--- src/rtl/mc_controller.sv ---
// mc_controller: multicycle RV32 control FSM with a bounded wait on memory handshakes.
// Define MC_CTRL_BRANCH_EXT_EN to accept bne/blt/bge in addition to beq.
module mc_controller #(
  parameter int unsigned WAIT_MAX = 15
) (
  input  logic       clk,
  input  logic       rst_n,
  input  logic [6:0] Op,
  input  logic [2:0] funct3,
  input  logic       funct7b5,
  input  logic       Zero,
  input  logic       Neg,
  input  logic       MemReady,
  output logic       PCWrite,
  output logic       IRWrite,
  output logic       RegWrite,
  output logic       MemRead,
  output logic       MemWrite,
  output logic       AdrSrc,
  output logic [1:0] ResultSrc,
  output logic [1:0] ALUSrcA,
  output logic [1:0] ALUSrcB,
  output logic [2:0] ALUControl,
  output logic [2:0] ImmSrc,
  output logic       Illegal,
  output logic       MemTimeout,
  output logic [3:0] State
);

  typedef enum logic [3:0] {
    FETCH    = 4'd0,  DECODE  = 4'd1,  MEMADR = 4'd2,  MEMREAD = 4'd3,
    MEMWB    = 4'd4,  MEMWRITE = 4'd5, EXECR  = 4'd6,  EXECI   = 4'd7,
    ALUWB    = 4'd8,  BRANCH  = 4'd9,  JALRADR = 4'd10, LINK   = 4'd11,
    JUMP     = 4'd12, LUI     = 4'd13
  } state_t;

  localparam logic [7:0] WAIT_LIM = 8'(WAIT_MAX);
  localparam logic [6:0] OP_LOAD  = 7'b0000011;
  localparam logic [6:0] OP_STORE = 7'b0100011;
  localparam logic [6:0] OP_R     = 7'b0110011;
  localparam logic [6:0] OP_I     = 7'b0010011;
  localparam logic [6:0] OP_BR    = 7'b1100011;
  localparam logic [6:0] OP_JAL   = 7'b1101111;
  localparam logic [6:0] OP_JALR  = 7'b1100111;
  localparam logic [6:0] OP_LUI   = 7'b0110111;

  state_t     state_r;
  state_t     next_s;
  state_t     dispatch_s;
  logic [7:0] cnt_r;
  logic       mem_wait_s, timeout_s, is_store_s;
  logic       bad_op_s, alu_f3_ok_s, br_f3_ok_s, br_taken_s;
  logic [2:0] alu_op_s;
  logic       pc_write_s, ir_write_s, reg_write_s, mem_read_s, mem_write_s, illegal_s;

  assign is_store_s = (Op == OP_STORE);
  assign mem_wait_s = (state_r == FETCH) || (state_r == MEMREAD) || (state_r == MEMWRITE);
  // A late MemReady on the limit cycle still completes normally.
  assign timeout_s  = mem_wait_s && !MemReady && (cnt_r == WAIT_LIM);

  // ALU operation select and legality of R/I funct3
  always_comb begin
    alu_f3_ok_s = 1'b1;
    alu_op_s    = 3'b000;
    case (funct3)
      3'b000:  alu_op_s = ((Op == OP_R) && funct7b5) ? 3'b001 : 3'b000;
      3'b111:  alu_op_s = 3'b010;
      3'b110:  alu_op_s = 3'b011;
      3'b100:  alu_op_s = 3'b100;
      3'b010:  alu_op_s = 3'b101;
      default: alu_f3_ok_s = 1'b0;
    endcase
  end

  // Branch condition and which branch kinds this build accepts
  always_comb begin
    br_taken_s = 1'b0;
    br_f3_ok_s = 1'b0;
    case (funct3)
      3'b000:  br_taken_s = Zero;
      3'b001:  br_taken_s = !Zero;
      3'b100:  br_taken_s = Neg;
      3'b101:  br_taken_s = !Neg;
      default: br_taken_s = 1'b0;
    endcase
`ifdef MC_CTRL_BRANCH_EXT_EN
    case (funct3)
      3'b000, 3'b001, 3'b100, 3'b101: br_f3_ok_s = 1'b1;
      default:                        br_f3_ok_s = 1'b0;
    endcase
`else
    br_f3_ok_s = (funct3 == 3'b000);
`endif
  end

  // Opcode dispatch out of DECODE
  always_comb begin
    dispatch_s = FETCH;
    bad_op_s   = 1'b0;
    case (Op)
      OP_LOAD, OP_STORE: dispatch_s = MEMADR;
      OP_R:    begin dispatch_s = EXECR;  bad_op_s = !alu_f3_ok_s; end
      OP_I:    begin dispatch_s = EXECI;  bad_op_s = !alu_f3_ok_s; end
      OP_BR:   begin dispatch_s = BRANCH; bad_op_s = !br_f3_ok_s;  end
      OP_JAL:  dispatch_s = LINK;
      OP_JALR: dispatch_s = JALRADR;
      OP_LUI:  dispatch_s = LUI;
      default: begin dispatch_s = FETCH; bad_op_s = 1'b1; end
    endcase
  end

  // Next-state selection
  always_comb begin
    next_s = FETCH;
    case (state_r)
      FETCH:        next_s = MemReady ? DECODE : FETCH;
      DECODE:       next_s = bad_op_s ? FETCH : dispatch_s;
      MEMADR:       next_s = is_store_s ? MEMWRITE : MEMREAD;
      MEMREAD:      next_s = MemReady ? MEMWB : (timeout_s ? FETCH : MEMREAD);
      MEMWRITE:     next_s = (MemReady || timeout_s) ? FETCH : MEMWRITE;
      EXECR, EXECI: next_s = ALUWB;
      JALRADR:      next_s = LINK;
      LINK:         next_s = JUMP;
      default:      next_s = FETCH;
    endcase
  end

  // State register and memory wait counter
  always_ff @(posedge clk) begin
    if (!rst_n) begin
      state_r <= FETCH;
      cnt_r   <= 8'd0;
    end else begin
      state_r <= next_s;
      if (mem_wait_s && !MemReady && !timeout_s) cnt_r <= cnt_r + 8'd1;
      else                                        cnt_r <= 8'd0;
    end
  end

  // Per-state datapath controls
  always_comb begin
    pc_write_s  = 1'b0;  ir_write_s  = 1'b0;  reg_write_s = 1'b0;
    mem_read_s  = 1'b0;  mem_write_s = 1'b0;  illegal_s   = 1'b0;
    AdrSrc      = 1'b0;  ResultSrc   = 2'b00; ALUSrcA     = 2'b00;
    ALUSrcB     = 2'b00; ALUControl  = 3'b000; ImmSrc     = 3'b000;
    case (state_r)
      FETCH: begin
        mem_read_s = !timeout_s;
        ALUSrcB    = 2'b10;
        ir_write_s = MemReady;
        pc_write_s = MemReady;
      end
      DECODE: begin
        ALUSrcA   = 2'b01;
        ALUSrcB   = 2'b01;
        ImmSrc    = (Op == OP_JAL) ? 3'b011 : 3'b010;
        illegal_s = bad_op_s;
      end
      MEMADR: begin
        ALUSrcA = 2'b10;
        ALUSrcB = 2'b01;
        ImmSrc  = is_store_s ? 3'b001 : 3'b000;
      end
      MEMREAD:  begin AdrSrc = 1'b1; mem_read_s  = !timeout_s; end
      MEMWB:    begin ResultSrc = 2'b01; reg_write_s = 1'b1; end
      MEMWRITE: begin AdrSrc = 1'b1; mem_write_s = !timeout_s; end
      EXECR:    begin ALUSrcA = 2'b10; ALUControl = alu_op_s; end
      EXECI: begin
        ALUSrcA    = 2'b10;
        ALUSrcB    = 2'b01;
        ALUControl = alu_op_s;
      end
      ALUWB:    reg_write_s = 1'b1;
      BRANCH: begin
        ALUSrcA    = 2'b10;
        ALUControl = 3'b001;
        pc_write_s = br_taken_s;
      end
      JALRADR:  begin ALUSrcA = 2'b10; ALUSrcB = 2'b01; end
      LINK:     begin ResultSrc = 2'b10; reg_write_s = 1'b1; end
      JUMP:     pc_write_s = 1'b1;
      LUI:      begin ImmSrc = 3'b100; ResultSrc = 2'b11; reg_write_s = 1'b1; end
      default:  pc_write_s = 1'b0;
    endcase
  end

  assign PCWrite    = rst_n & pc_write_s;
  assign IRWrite    = rst_n & ir_write_s;
  assign RegWrite   = rst_n & reg_write_s;
  assign MemRead    = rst_n & mem_read_s;
  assign MemWrite   = rst_n & mem_write_s;
  assign Illegal    = rst_n & illegal_s;
  assign MemTimeout = rst_n & timeout_s;
  assign State      = state_r;

endmodule

--- config.mk ---
export PLATFORM = sky130hd
export DESIGN_NAME = mc_controller
export DESIGN_NICKNAME = d
export VERILOG_FILES = /design/src/rtl/mc_controller.sv
export SDC_FILE = /design/constraint.sdc
export NUM_CORES = 1
export LEC_CHECK = 0
export CAP_MARGIN = 25
export CORE_UTILIZATION = 30
export DETAILED_ROUTE_END_ITERATION = 10
export PLACE_DENSITY = 0.65
export SYNTH_ARGS = -nofsm -noshare
export SYNTH_HDL_FRONTEND = slang
export SYNTH_SLANG_ARGS = --single-unit
--- constraint.sdc ---
create_clock -name clk -period 2 [get_ports clk]
set_input_delay 0.4 -clock clk [delete_from_list [all_inputs] [get_ports clk]]
set_output_delay 0.4 -clock clk [all_outputs]
set_load 0.05 [all_outputs]
==> qor.yml, run 1 <==
yosys:
  ys_ff_latch: 12
  synth.area.top_cells: "dfxtp_1 (21%), nor2_1 (6.6%), nand2_1 (5.3%)"
  synth_fp_nets: 170
  synth_ff_type: "dfxtp_1"
  syn_avg_cell_area_um2: 7.409
  synth_top_area_cell: "dfxtp_1"
  synth_seq_area_share: 0.2119
  syn-instance-count: 153
  synth_top_area_frac: 0.2119
  synth-edff-count: 0
  yosysUniqueCellTypes: 48
  syn_area_um2: 1134
  ys_warn_count: 0
  async_reset_ff_frac: 0
pwr:
  irDropWorstVdd_uv: 217.1
  powerDensity_nw_per_um2: 347.9
  finalPower_mw: 0.7452
  leakagePower_nw: 0.8629
clock_network:
  cts_buffer_depth: 2
  cts.sinks: 12
  numCtsBuffers: 3
  clk-insertion-delay-late_ps: 230
  cts-root-buf: "clkbuf_8"
  cts_tree: "built"
  cts.hold.buffers_added: 0
  path_clk_slew_ps: 50
  cts_max_level: 1
setup_path:
  r2r_start: "State[3]"
  path_depth: 6
  cp-start-kind: "register"
  slowest_stage: "or3_4"
  cp_max_fo: 7
  cp_num_buf_inv: 2
  reg2reg_slack_ps: 160
  endpoint: "PCWrite"
  slowest_delay_ps: 420
  crit_arrival_ps: 1630
  crit_chain: "inv_4, or3_4, nor3_4, a21oi_2, nor2_4, buf_12"
  end_kind: "primary output"
  reg2reg_depth: 6
  critPathKind: "register to primary output"
  reg2reg_to: "State[2]"
  path_delay_family: "simple AND/OR/NAND/NOR gates"
  crit_required_ps: 1600
  cp-startpoint: "State[3]"
outcome:
  status: "complete, but fails checks"
  violations: "negative setup slack"
routing:
  vias_per_cell: 5.367
  dr.first_iter.drc_count: 66
  wl_per_cell_um: 14.17
  antenna_left: 0
  via_count: 1417
  drcViolationCount: 0
  firstDrtPassIters: 4
  totalWireLength_um: 3742
finish:
  antenna_cells: 0
  drive_above_1_share: 0.4817
  syn2layout_area_growth_pct: 88.96
  fin_area_um2: 2142
  instances_no_fill: 264
  fin_nets: 236
  final_core_util: 0.6176
floorplanning:
  rows: 21
  start_util: 0.3268
  core_um2: 3468
  ioPinCount: 40
  die_area_um2: 4028
  dieWidth_um: 63.47
  dieHeight_um: 63.47
job:
  max-cap-violations: 0
sta:
  setup_viol: 2
  fin_worst_skew_ps: 1.809
  holdWs_ps: 445.1
  slew_headroom: 0.7500
  post-route-min-period_ps: 2033
  slew_viol_final: 0
  fin_tns_setup_ps: -53.70
  worstMarginPinSlew_ps: 372.5
  rsz0062_at_grt: "yes"
  fin_crit_sh: 1.016
  finalHoldViolCount: 0
  fmax_mhz: 492.0
  layout_setup_ws_ps: -32.51
placed_design:
  dpl_cell_area_um2: 2019
  port_buffers: 39
  place.gp.congestion: 0.8787
  dp_slack_ps: -437.4
  dpl.hpwl_um: 2992
  dp_cells: 257
grt:
  grt_pass1_wl_um: 6272
  grt_max_degree: 17
  grtUsageTotal: 0.1927
  antenna_found_initial: 0
  grt_pass1_vias: 1377
  grt-ovfl-total: 0
min_path:
  hold_class: "register to register"
  min_path_cells: 1
==> cells in the mapped netlist, types with 2 or more instances <==
master and n:
xor2_1 5, o22ai_1 2, a41oi_1 2, inv_1 2, nand2_1 16, and3_1 7, dfxtp_1 12, nand3b_1 2
xnor2_1 6, a311oi_1 2, o21ai_0 3, nor2_1 20, nor2b_1 4, a31oi_1 2, inv_4 2, clkbuf_1 2
o41ai_1 2, nand3_1 6, and2_1 3, nand2b_1 5, mux2i_1 2, o21ai_1 3, a21oi_1 9, nor3_1 6
nor4_1 2, buf_6 4
==> routing by layer <==
metal / wire [um] / part of all wire / up-vias / global-route usage
met5: 0 / 0 / - / 0
met4: 24 / 0.0064 / 0 / 0.03693
met3: 180 / 0.048 / 6 / 0.02355
met2: 1927 / 0.51 / 56 / 0.3471
met1: 1610 / 0.43 / 666 / 0.2432
li1: - / - / 689 / -
==> flip-flops by register name (all words and copies together) (netlist names) <==
| name | cells |
|---|---|
| cnt_r | 8 |
| State | 4 |
==> where the power goes <==
| part | switching [mW] | total (mW) | internal (mW) |
|---|---|---|---|
| clock network | 0.0803 | 0.220 | 0.140 |
| registers | 0.00400 | 0.243 | 0.239 |
| logic | 0.153 | 0.282 | 0.130 |
| total | 0.237 | 0.745 | 0.508 |
==> final cells by class <==
cell class | count | area [um^2]
well taps | 46 | 57.56
clock buffers | 4 | 45.04
fillers | 289 | 1326
multi-input cells | 128 | 973.4
flip-flops and latches | 12 | 255.2
repair buffers | 69 | 784.5
inverters | 5 | 26.28
==> worst min path at each step <==
stage	from	to	slack, ps
after floorplan	cnt_r[0]	cnt_r[0]	420
after global placement	cnt_r[0]	cnt_r[0]	430
after detailed placement	cnt_r[0]	cnt_r[0]	440
after CTS	cnt_r[0]	cnt_r[0]	450
after global routing	cnt_r[0]	cnt_r[0]	460
final	cnt_r[0]	cnt_r[0]	450
==> what timing repair did <==
action                     CTS  global route
pin swaps                    6             5
buffers inserted             3             0
resized for setup           39            16
setup endpoints to repair   10            12
==> kinds of logic after synthesis <==
| logic type | synth area share |
|---|---|
| buffers and inverters | 0.08719 |
| AOI/OAI and AO/OA | 0.2252 |
| muxes | 0.01766 |
| DFF | 0.2119 |
| and+or+nand+nor | 0.3620 |
| xor gates and xnor gates | 0.08499 |
| adders and majority gates | 0.01104 |
==> worst reg2reg max path: stages (launching register included) <==
cell and delay [ps]:
dfxtp_4 370, buf_4 150, or4b_4 530, buf_4 160, a2111oi_2 340, a41oi_1 90
o41ai_1 90
==> cell usage in the layout (no fill, tap or decap), types with 4 or more instances in the layout <==
cell type	count
dfxtp_1	8
nand3_1	6
and3_1	7
dfxtp_4	4
xnor2_1	6
nor2_1	15
nand2_1	15
buf_12	20
buf_4	33
a21oi_1	6
buf_2	4
nor2_2	4
clkdlybuf4s50_1	5
Note: power is estimated with default switching activity, not from simulation.
==> inputs of run 2 (changes only) <==
REMOVE_ABC_BUFFERS = 1   (was default)
==> qor.yml, run 2 (synthesis gave the netlist of run 1 again) <==
grt:
  grtUsageTotal: 0.1922
  grt_pass1_wl_um: 6237
  grt-ovfl-total: 0
  grt_pass1_vias: 1342
  grt_max_degree: 17
  antenna_found_initial: 0
routing:
  firstDrtPassIters: 4
  dr.first_iter.drc_count: 115
  via_count: 1457
  vias_per_cell: 5.357
  totalWireLength_um: 4276
  drcViolationCount: 0
  wl_per_cell_um: 15.72
  antenna_left: 0
finish:
  antenna_cells: 0
  fin_nets: 244
  largest_reg_flops: 8
  n_fill_cell: 276
  final_common_cell: "buf_4"
  top_register: "cnt_r"
  final_core_util: 0.6641
  syn2layout_area_growth_pct: 103.2
  final_cell_mix: "buf_4 (35), buf_12 (27), nand2_1 (15), nor2_1 (13)"
  instances_no_fill: 272
  drive_above_1_share: 0.5088
pwr:
  leakagePower_nw: 0.9214
  combPwrFrac: 0.372
  irDropWorstVdd_uv: 207.3
  powerDensity_nw_per_um2: 354.9
  seq_power_share: 0.302
  finalPower_mw: 0.8174
  p_sw_mw: 0.2525
  p_int_mw: 0.5649
  swShare: 0.3089
  share_clk_of_total_power: 0.326
sta:
  slew_viol_final: 0
  worstMarginPinSlew_ps: 592.2
  holdWs_ps: 463.3
  fmax_mhz: 482.6
  fin_crit_sh: 1.036
  fin_tns_setup_ps: -178.4
  finalHoldViolCount: 0
  slew_headroom: 0.5950
  setup_viol: 3
  rsz0062_at_grt: "yes"
  post-route-min-period_ps: 2072
  layout_setup_ws_ps: -72.26
  fin_worst_skew_ps: 5.273
setup_path:
  cp-start-kind: "input port"
  crit_required_ps: 1600
  slowest_delay_ps: 500
  crit_arrival_ps: 1670
  r2r_start: "State[3]"
  cp-startpoint: "Op[3]"
  crit_chain: "buf_6, and4bb_2, or4b_4, o22ai_4, buf_12"
  cp_max_fo: 4
  end_kind: "primary output"
  critPathKind: "input port to primary output"
  slowest_stage: "or4b_4"
clock_network:
  numCtsBuffers: 3
  cts-root-buf: "clkbuf_8"
  path_clk_slew_ps: 50
  clk-insertion-delay-late_ps: 250
  cts_tree: "built"
  cts.hold.buffers_added: 0
  cts_buffer_depth: 2
  cts_max_level: 1
  cts.sinks: 12
placed_design:
  port_buffers: 39
  dp_cells: 265
  place.gp.congestion: 0.8659
  dpl.hpwl_um: 2881
floorplanning:
  die_area_um2: 4028
  rows: 21
  start_util: 0.3268
  dieWidth_um: 63.47
  ioPinCount: 40
  core_um2: 3468
  dieHeight_um: 63.47
min_path:
  hold_start: "cnt_r[0]"
  hold_class: "register to register"
outcome:
  status: "complete, but fails checks"
  violations: "negative setup slack"
job:
  max-cap-violations: 0
## run 2: worst max-delay path: cells and delay by family
family	cells	cell delay, ps
AND/OR/NAND/NOR	2	830
buffers and inverters	2	250
AO/OA/AOI/OAI	1	190
## run 2: timing repair
item	4_1_cts	5_1_grt
setup endpoints to repair	12	13
setup buffers	2	2
gates resized for setup	43	40
pin swaps	5	10
## run 2: area by class of cell
type / instances / area (um^2) / share of cell area
flip-flops and latches: 12 / 247.7 / 0.1076
multi-input cells: 128 / 982.2 / 0.4264
inverters: 5 / 23.77 / 0.01032
well taps: 46 / 57.56 / 0.02499
repair buffers: 77 / 937.1 / 0.4068
clock buffers: 4 / 55.05 / 0.02390
## run 2: through the flow
step / area [um^2] / worst slack (ps)
2_1_floorplan: 1059 / -1538
3_3_place_gp: 1997 / -464.0
3_5_place_dp: 1997 / -492.8
4_1_cts: 2083 / -88.65
5_1_grt: 2303 / -120.3
6_report: 2303 / -72.26
## run 2: final timing paths
check / end / slack, ps / cells after the start
setup / recovery: ImmSrc[0] / -70 / 5
hold reg to reg: cnt_r[0] / 460 / 1
setup reg to reg: State[2] / 100 / 7
hold / removal: cnt_r[0] / 460 / 1
## run 2: layer usage
metal,vias up,track usage,share of wire
met3,10,0.03804,0.053
li1,701,-,-
met1,689,0.2459,0.41
met5,-,0,0
met2,57,0.3245,0.52
met4,0,0.05114,0.016
## run 2: power groups by stage
stage                     combinational [mW]  sequential (mW)  clock, mW
after global placement                 0.267            0.250          0
after global routing                   0.321            0.247      0.287
final                                  0.304            0.247      0.266
after detailed placement               0.272            0.250          0
after CTS                              0.274            0.246      0.262
after floorplan                        0.103            0.261          0
==> inputs of run 3 (changes only) <==
SLEW_MARGIN = 10   (was default)
==> results of run 3 <==
Final layout, timing and power as in run 2 (identical DEF).
